<file path="config.mk">
export PLATFORM = sky130hd
export DESIGN_NAME = s_term_io_cfgmux
export DESIGN_NICKNAME = d
export VERILOG_FILES = /design/src/rtl/s_term_io_cfgmux.sv
export SDC_FILE = /design/constraint.sdc
export NUM_CORES = 1
export LEC_CHECK = 0
export ABC_CLOCK_PERIOD_IN_PS = 2800
export CORE_MARGIN = 10
export CORE_UTILIZATION = 45
export DETAILED_ROUTE_END_ITERATION = 7
export GPL_ROUTABILITY_DRIVEN = 0
export REMOVE_ABC_BUFFERS = 1
export SLEW_MARGIN = 20
export SYNTH_ARGS = -nofsm -noshare
export SYNTH_HDL_FRONTEND = slang
export SYNTH_SLANG_ARGS = --single-unit
</file>
<file path="constraint.sdc">
create_clock -name UserCLK -period 2.8 [get_ports UserCLK]
set_input_delay 0.56 -clock UserCLK [delete_from_list [all_inputs] [get_ports UserCLK]]
set_output_delay 0.56 -clock UserCLK [all_outputs]
set_load 0.02 [all_outputs]
</file>
<file path="src/rtl/s_term_io_cfgmux.sv">
// South-terminal I/O tile: NUM_IN south wires routed to NUM_OUT north wires through
// per-channel muxes configured over a serial daisy chain with atomic commit.

module clk_buf (
    input  logic clk_i,
    output logic clk_o
);
    assign clk_o = clk_i;
endmodule

module s_term_io_cfgmux #(
    parameter int NUM_IN   = 16,
    parameter int NUM_OUT  = 16,
    parameter int SEL_W    = $clog2(NUM_IN),
    parameter int CH_BITS  = SEL_W + 2,
    parameter int CFG_BITS = NUM_OUT * CH_BITS
) (
    input  logic               UserCLK,
    input  logic               ResetN,
    input  logic               MODE,
    input  logic               CONFin,
    output logic               CONFout,
    input  logic [NUM_IN-1:0]  S_END,
    output logic [NUM_OUT-1:0] N_BEG,
    output logic               UserCLKo,
    output logic               cfg_valid,
    output logic               cfg_err
);

    localparam int               CNT_W    = $clog2(CFG_BITS + 1);
    localparam logic [CNT_W-1:0] CNT_FULL = CNT_W'(CFG_BITS);

    typedef enum logic [1:0] {
        IDLE,
        SHIFT,
        COMMIT,
        ABORT
    } state_e;

    state_e              state_q;
    logic [CFG_BITS-1:0] shadow_q;
    logic [CFG_BITS-1:0] active_q;
    logic [CNT_W-1:0]    cnt_q;
    logic                confout_q;
    logic                cfg_valid_q;
    logic                cfg_err_q;

    logic [NUM_OUT-1:0]  raw;
    logic [NUM_OUT-1:0]  reg_en;
    logic [NUM_OUT-1:0]  chreg_d;
    logic [NUM_OUT-1:0]  chreg_q;
    logic                gate;

    // NOTE: the config registers are reset too, so a reset mid-load leaves no stale routing live.
    always_ff @(posedge UserCLK or negedge ResetN) begin
        if (!ResetN) begin
            state_q     <= IDLE;
            shadow_q    <= '0;
            active_q    <= '0;
            cnt_q       <= '0;
            confout_q   <= 1'b0;
            cfg_valid_q <= 1'b0;
            cfg_err_q   <= 1'b0;
        end else begin
            confout_q <= shadow_q[CFG_BITS-1];
            unique case (state_q)
                IDLE: begin
                    if (MODE) begin
                        shadow_q <= {shadow_q[CFG_BITS-2:0], CONFin};
                        cnt_q    <= CNT_W'(1);
                        state_q  <= SHIFT;
                    end
                end
                SHIFT: begin
                    if (MODE) begin
                        shadow_q <= {shadow_q[CFG_BITS-2:0], CONFin};
                        if (cnt_q != CNT_FULL) cnt_q <= cnt_q + 1'b1;
                    end else begin
                        state_q <= (cnt_q == CNT_FULL) ? COMMIT : ABORT;
                    end
                end
                COMMIT: begin
                    active_q    <= shadow_q;
                    cfg_valid_q <= 1'b1;
                    cfg_err_q   <= 1'b0;
                    state_q     <= IDLE;
                end
                ABORT: begin
                    cfg_err_q <= 1'b1;
                    state_q   <= IDLE;
                end
                default: state_q <= IDLE;
            endcase
        end
    end

    // Outputs are forced low while loading, during the commit/abort cycle, or before any commit.
    assign gate = MODE || (state_q == COMMIT) || (state_q == ABORT) || !cfg_valid_q;

    for (genvar k = 0; k < NUM_OUT; k++) begin : g_ch
        logic [CH_BITS-1:0] field;
        logic [SEL_W-1:0]   sel;
        logic               in_bit;

        assign field     = active_q[k*CH_BITS +: CH_BITS];
        assign sel       = field[SEL_W-1:0];
        assign reg_en[k] = field[SEL_W];
        assign in_bit    = (int'(sel) < NUM_IN) ? S_END[sel] : 1'b0;
        assign raw[k]    = in_bit ^ field[SEL_W+1];
    end

    assign chreg_d = gate ? '0 : raw;

    always_ff @(posedge UserCLK or negedge ResetN) begin
        if (!ResetN) chreg_q <= '0;
        else         chreg_q <= chreg_d;
    end

    assign N_BEG     = gate ? '0 : ((reg_en & chreg_q) | (~reg_en & raw));
    assign CONFout   = confout_q;
    assign cfg_valid = cfg_valid_q;
    assign cfg_err   = cfg_err_q;

    clk_buf u_clk_buf (
        .clk_i (UserCLK),
        .clk_o (UserCLKo)
    );

endmodule

</file>
# Word level (Yosys, flattened, before mapping)
# Cells that the tools add are included.
# word_totals
register_bits	220
latchBits	0
ramBits	0
romBits	0
out_inout_bits	20
mem_count	0
# op_classes
add_sub_neg	1
multipliers	0
div_mod_pow	0
order_cmp	16
eq_ne	9
n_shift	0
n_mux	43
bitwise_logic	20
reduce_logical	12
# op_table
cell	count
< comparator 4 x 5 -> 1 bit, second input constant	16
binary-select mux 1 bit (select 4 bit)	16
bitwise AND 16 bit	2
two-way mux 16 bit	2
two-way mux 7 bit	3
two-way mux 1 bit	17
inverter 16 bit	1
OR 16 bit	1
bitwise XOR 1 bit	16
one-hot mux 7 bit (2 select lines)	1
inequality test 2 bit, second input constant	4
adder 7 x 1 -> 7 bit, second input constant	1
== test 7 bit, second input constant	1
inequality test 7 bit, second input constant	1
one-hot mux 2 bit (3 select lines)	1
== test 2 bit, second input constant	2
two-way mux 2 bit	2
AND reduction 2 bit	2
AND reduction 4 bit	1
nonzero test 2 bit	2
OR reduction 2 bit	2
logical OR 1 bit	3
== test 2 x 1 -> 1 bit, second input constant	1
logical NOT 2 bit	1
2 further kinds	2

# Longest topological paths before layout
# Gate-level depths: netlist of the first run.
# depth
depth_word	6
ltp_mapped	6
mapped_depth_nobuf	6

# Modules after synthesis
# From an unflattened synthesis of the first run, not the netlist that was laid out.
# unflattened
cells_unflattened	882
area_unflattened_um2	10575.1
# modules_own_cells
module	instances	cells_each	area_each_um2	seq_area_each_um2
s_term_io_cfgmux	1	881	10567.6	5505.3
clk_buf	1	1	7.5	0.0

==> metrics.yaml, run 1 <==
avgSynthCellArea_sq_um: 12.0
ir_drop_uv: 572
fmax_mhz: 315
ys_warn_count: 0
synthAdderAreaFrac_pct: 0.237
yosys.area.top_type: "dfrtp_1"
vias: 6996
cp-start-kind: "flip-flop"
setup_slack_ps: -377
yosysSeqAreaShare_pct: 52.2
antenna_left: 0
dp_worst_setup_slack_ps: -933
grt-busiest-layer: "met2"
synth-simple-area-share_pct: 12.7
finalCritPeriodShare_pct: 113
grt_pass1_wl_mm: 40.9
p_leak_nw: 5.97
critPathMaxStageDelay_ps: 550
cts_tree: "built"
core_area_sq_mm: 0.0228
drt-pass1-iter-count: 7
slew_headroom_pct: 57.0
status: "finished, violations left"
worstSetupStartpoint: "active_q[86]"
rsz0062_at_grt: "true"
first_iter_violations: 618
worstSetupPathType: "reg -> out"
rows: 55
start_util_pct: 46.1
grt_max_degree: 79
nets: 972
worstPathMaxFanout: 5
synth_compound_area_share_pct: 2.94
final-instance-count-excl-fill: 1280
ioPinCount: 40
required_ps: 2240
wl_per_cell_microns: 19.5
first_global_vias: 7192
grt_overflow: 0
synthXorXnorAreaFrac_pct: 1.50
yosysUniqueCellTypes: 29
yosysTopAreaCellShare_pct: 52.2
io_buffers: 39
power_density_mw_per_mm2: 724
timing.final.hold_violations: 0
insertedDiodeCount: 0
clk_pin_slew_ps: 60
clk_latency_ps: 630
dieHeight_microns: 173
synth_top_family_by_area: "multiplexers"
crit_top_cell: "mux4_2"
slowest_stage: "mux4_2"
tns_ps: -5450
grt_use_total_pct: 16.7
grtUsageMet2_pct: 25.2
synthMuxAreaShare_pct: 27.2
finalSetupViolations: 16
place_inst: 1216
worstPathCellList: "mux4_2, mux4_2, xnor2_2, a21oi_1, buf_4"
drive_above_1_share_pct: 33.0
die_w_microns: 173
cap_violations: 0
hold_class: "reg -> reg"
fin_skew_ps: 7.86
synthTopCellsByArea: "dfrtp_1, nand2_1, mux4_1"
die-area_sq_mm: 0.0299
drc: 0
synthesis.area_sq_mm: 0.0105
antenna_found_initial: 0
finalMaxSlewViolations: 0
endpoint_kind: "output pin"
reg2reg_from: "active_q[50]"
tightest_slew_ps: 646
synth_cells: 880
area_growth_pct: 20.2
vias_per_cell: 5.47
critPathArrivalTime_ps: 2620
hpwl_mm: 14.1
met3_usage_pct: 4.49
wl_mm: 24.9
ys_seq_elements: 220
use_met1_pct: 23.4
violations: "setup timing"
fin_crit_ps: 3180
hp-start: "shadow_q[95]"
==> what timing repair did <==
| action | 4_1_cts | 5_1_grt |
|---|---|---|
| gates resized for setup | 193 | 9 |
| endpoints found under the setup margin | 16 | 16 |
| cloned | 12 | 0 |
| pin swaps | 23 | 9 |
| endpoints found under the hold margin | 74 | 0 |
| hold buffers | 1 | 0 |
| buffers inserted | 5 | 0 |
==> cell families (layout without fill, tap and decap cells) <==
family | count (synthesis) | count (layout)
AO/OA/AOI/OAI | 59 | 59
flip-flops | 220 | 220
XOR/XNOR | 18 | 18
adder cells (fa/ha/maj) | 2 | 2
AND/OR/NAND/NOR | 347 | 347
buffers and inverters | 73 | 160
multiplexers | 161 | 161
==> worst paths after layout <==
check / to / slack [ps] / depth (start not counted)
setup / recovery: N_BEG[14] / -380 / 5
hold / removal: CONFout / 400 / 0
setup reg to reg: chreg_q[8] / 760 / 6
hold reg to reg: CONFout / 400 / 0
max in group asynchronous: active_q[50] / 1550 / 3
min in group asynchronous: cnt_q[5] / 490 / 2
==> synthesized netlist by cell type, drive strengths merged <==
| cell type | number |
|---|---|
| mux2 | 81 |
| dfrtp | 220 |
| a21oi | 19 |
| o21ai | 36 |
| mux4 | 80 |
| buf | 25 |
| nand4b | 1 |
| a32o | 1 |
| xnor2 | 18 |
| inv | 19 |
| nor2b | 3 |
| and2 | 1 |
| clkbuf | 29 |
| nor3 | 4 |
| ha | 2 |
| a22o | 1 |
| o2111ai | 1 |
| nand3b | 1 |
| a21o | 1 |
| nand2 | 310 |
| or3 | 2 |
| nor2 | 22 |
| nand2b | 2 |
| or2 | 1 |
==> worst max-delay path, delay by kind of cell (launching register included) <==
kind	cells	cell delay [ps]
flip-flops	1	460
AO/OA/AOI/OAI	1	130
multiplexers	2	1080
buffers and inverters	1	160
XOR/XNOR	1	170
==> flip-flops by register name (all words and copies together), names as in the netlist <==
name,count
shadow_q,96
state_q,2
CONFout,1
cnt_q,7
cfg_err,1
active_q,96
cfg_valid,1
chreg_q,16
==> placed cells by master, fill, tap and decap left out, drive strengths merged, types with 18 or more instances in the layout <==
| cell | count |
|---|---|
| inv | 19 |
| clkbuf | 35 |
| o21ai | 36 |
| dfrtp | 220 |
| nand2 | 310 |
| buf | 69 |
| xnor2 | 18 |
| mux2 | 81 |
| nor2 | 22 |
| a21oi | 19 |
| mux4 | 80 |
==> through the flow <==
step | util (%) | hold WS (ps) | area (sq um) | power (mW)
2_1_floorplan | - | 264 | 10300 | 4.76
3_3_place_gp | 50.6 | 392 | 11600 | 5.47
3_5_place_dp | 50.6 | 391 | 11600 | 5.51
4_1_cts | 55.4 | 404 | 12700 | 9.26
5_1_grt | 55.5 | 417 | 12700 | 9.59
6_report | 55.5 | 402 | 12700 | 9.18
==> layout make-up <==
class | instances | area (sq um)
Clock buffer | 35 | 753
Clock inverter | 12 | 165
Fill cell | 1989 | 10200
Inverter | 19 | 71.3
Multi-Input combinational cell | 587 | 4710
Sequential cell | 220 | 5530
Tap cell | 313 | 392
Timing Repair Buffer | 94 | 1060
==> power breakdown <==
| part | switching [mW] | internal, mW |
|---|---|---|
| Clock | 1.34 | 2.26 |
| Sequential | 0.301 | 3.52 |
| Combinational | 0.866 | 0.896 |
| Total | 2.51 | 6.67 |
==> routing by layer <==
metal / wire length (microns) / part of all wire (%) / vias to the layer above
met1: 11100 / 44 / 3573
met3: 1920 / 7.7 / 44
met2: 11400 / 46 / 223
met4: 525 / 2.1 / 0
met5: 0 / 0 / -
li1: - / - / 3156
No activity file was read; power rests on OpenSTA's default activity.
==> run 2, diff against run 1 <==
--- a/config.mk
+++ b/config.mk
@@ -5,7 +5,6 @@
 export SDC_FILE = /design/constraint.sdc
 export NUM_CORES = 1
 export LEC_CHECK = 0
-export ABC_CLOCK_PERIOD_IN_PS = 2800
 export CORE_MARGIN = 10
 export CORE_UTILIZATION = 45
 export DETAILED_ROUTE_END_ITERATION = 7
==> constraint.sdc (replaced) <==
create_clock -name UserCLK -period 3.75 [get_ports UserCLK]
set_input_delay 0.75 -clock UserCLK [delete_from_list [all_inputs] [get_ports UserCLK]]
set_output_delay 0.75 -clock UserCLK [all_outputs]
set_load 0.02 [all_outputs]
==> metrics.yaml, run 2 (synthesized netlist as in run 1, its figures left out) <==
final_cell_mix: "nand2_1, dfrtp_1, mux2_2"
worstPathMaxFanout: 16  # +11
fill_cells: 1994  # +0.25%
insertedDiodeCount: 0  # unchanged
area_growth_pct: 16.5
clkPwrFrac_pct: 40.1  # +0.9 points
power_switching_mw: 1.80  # -28%
hpwl_mm: 13.8  # -2.3%
io_buffers: 39  # unchanged
slowest_stage: "mux4_2"
cts_setup_buffers: 0  # -5
post-route-util_pct: 53.7  # -1.7 points
cp-start-kind: "input pin"
tightest_slew_ps: 996  # +350 ps
wl_mm: 22.7  # -9.0%
dieHeight_microns: 173  # unchanged
grt_pass1_wl_mm: 38.1  # -6.8%
p_leak_nw: 5.84  # -2.2%
cts_tree: "built"
hold_class: "in -> async"
start_util_pct: 46.1  # unchanged
timing.final.hold_violations: 0  # unchanged
fin_crit_ps: 3690
drt-pass1-iter-count: 5  # -2
antenna_left: 0  # unchanged
die_w_microns: 173  # unchanged
grt_overflow: 0  # unchanged
critPathMaxStageDelay_ps: 540  # about the same
p_comb_share_pct: 17.0  # -2.2 points
vias: 6912  # -1.2%
multi_input_area_sq_mm: 0.00476  # +1.0%
rr_worst_depth: 5  # -1
critPathArrivalTime_ps: 2940  # +320 ps
power_density_mw_per_mm2: 540  # -26%
core_area_sq_mm: 0.0228  # unchanged
antenna_found_initial: 0  # unchanged
swShare_pct: 27.2  # -0.14 points
finalSetupViolations: 0  # -16
nets: 943  # -3.0%
vias_per_cell: 5.52  # +1.0%
worstSetupPathType: "in -> out"
r2r-end: "chreg_q[8]"
rows: 55  # unchanged
critPathTopFamily: "multiplexers"
drc: 0  # unchanged
intPower_mw: 4.82  # -28%
top_regs: "active_q (96), shadow_q (96), chreg_q (16)"
slew_headroom_pct: 33.5  # -23 points
crit_cells: 7  # +2
place_inst: 1205  # -0.90%
die-area_sq_mm: 0.0299  # unchanged
ioPinCount: 40  # unchanged
crit_buf_inv: 3  # +2
finalCritPeriodShare_pct: 98.3
seqPwrFrac_pct: 42.9  # +1.3 points
first_iter_violations: 430  # -30%
worstPathCellList: "clkdlybuf4s50_1, buf_4, mux4_1, mux4_2, xnor2_2, a21oi_1, buf_4"
grt_max_degree: 97  # +23%
cap_violations: 0  # unchanged
clk_pin_slew_ps: 60  # about the same
holdBufCountCts: 0  # -1
status: "complete, no violations"
clk_latency_ps: 620  # about the same
fmax_mhz: 271
regArea_sq_mm: 0.00551  # -0.36%
fin_skew_ps: 7.44  # -0.427 ps
final_common_cell: "nand2_1"
grt_use_total_pct: 15.2  # -1.5 points
wl_per_cell_microns: 18.1  # -7.0%
endpoint_kind: "output pin"
hold_slack_ps: 95.9  # -306 ps
final-instance-count-excl-fill: 1252  # -2.2%
first_global_vias: 6975  # -3.0%
drive_above_1_share_pct: 22.8  # -10 points
reg2reg_from: "active_q[50]"
finalMaxSlewViolations: 0  # unchanged
ir_drop_uv: 422  # -26%
tns_ps: 0  # +5450 ps
crit_top_cell: "buf_4"
rrSetupSlack_ps: 1600  # +840 ps
required_ps: 3000  # +760 ps
[run 2: stage by stage]
step                worst slack [ps]  instance area (sq um)  power, mW
CTS                             1.64                  12300       6.68
global placement                -388                  11400       4.04
global route                   -5.01                  12300       6.94
floorplan                      -1850                  10300       3.56
detailed placement              -373                  11400       4.07
finish                          64.5                  12300       6.63
[run 2: repair_timing]
action | in CTS | in global routing
endpoints found under the hold margin | 0 | 0
cloned | 0 | 0
resized for setup | 59 | 11
endpoints found under the setup margin | 16 | 8
[run 2: power by group through the flow]
stage / sequential, mW / combinational, mW / clock (mW)
after floorplan: 2.82 / 0.733 / 0
after global placement: 2.87 / 1.13 / 0.0358
after detailed placement: 2.88 / 1.15 / 0.0358
after CTS: 2.84 / 1.13 / 2.71
after global routing: 2.88 / 1.25 / 2.80
final: 2.84 / 1.13 / 2.66
[run 2: layout make-up]
type | instances | share of cell area, %
inverters | 19 | 0.581
flip-flops and latches | 220 | 44.8
clock buffers | 37 | 6.36
multi-input cells | 587 | 38.7
well taps | 313 | 3.19
repair buffers | 65 | 5.20
clock inverters | 11 | 1.11
[run 2: worst max path at each step]
stage	startpoint	end	slack, ps
2_1_floorplan	state_q[0]	active_q[0]	-1850
3_3_place_gp	S_END[3]	N_BEG[6]	-390
3_5_place_dp	S_END[11]	N_BEG[6]	-370
4_1_cts	S_END[8]	N_BEG[13]	2
5_1_grt	S_END[4]	N_BEG[0]	-5
6_report	S_END[1]	N_BEG[2]	60
[run 2: layer usage]
layer | up-vias | global-route usage, % | part of all wire [%]
li1 | 3146 | - | -
met1 | 3577 | 21.7 | 48
met2 | 156 | 23.6 | 46
met3 | 33 | 2.83 | 4.4
met4 | 0 | 3.45 | 1.7
met5 | - | 0 | 0
[run 2: worst reg2reg max path, stage by stage (launching register included)]
cell and delay, ps:
dfrtp_1 460, mux4_1 590, mux4_2 520, xnor2_1 240, buf_4 150, nor2_1 30
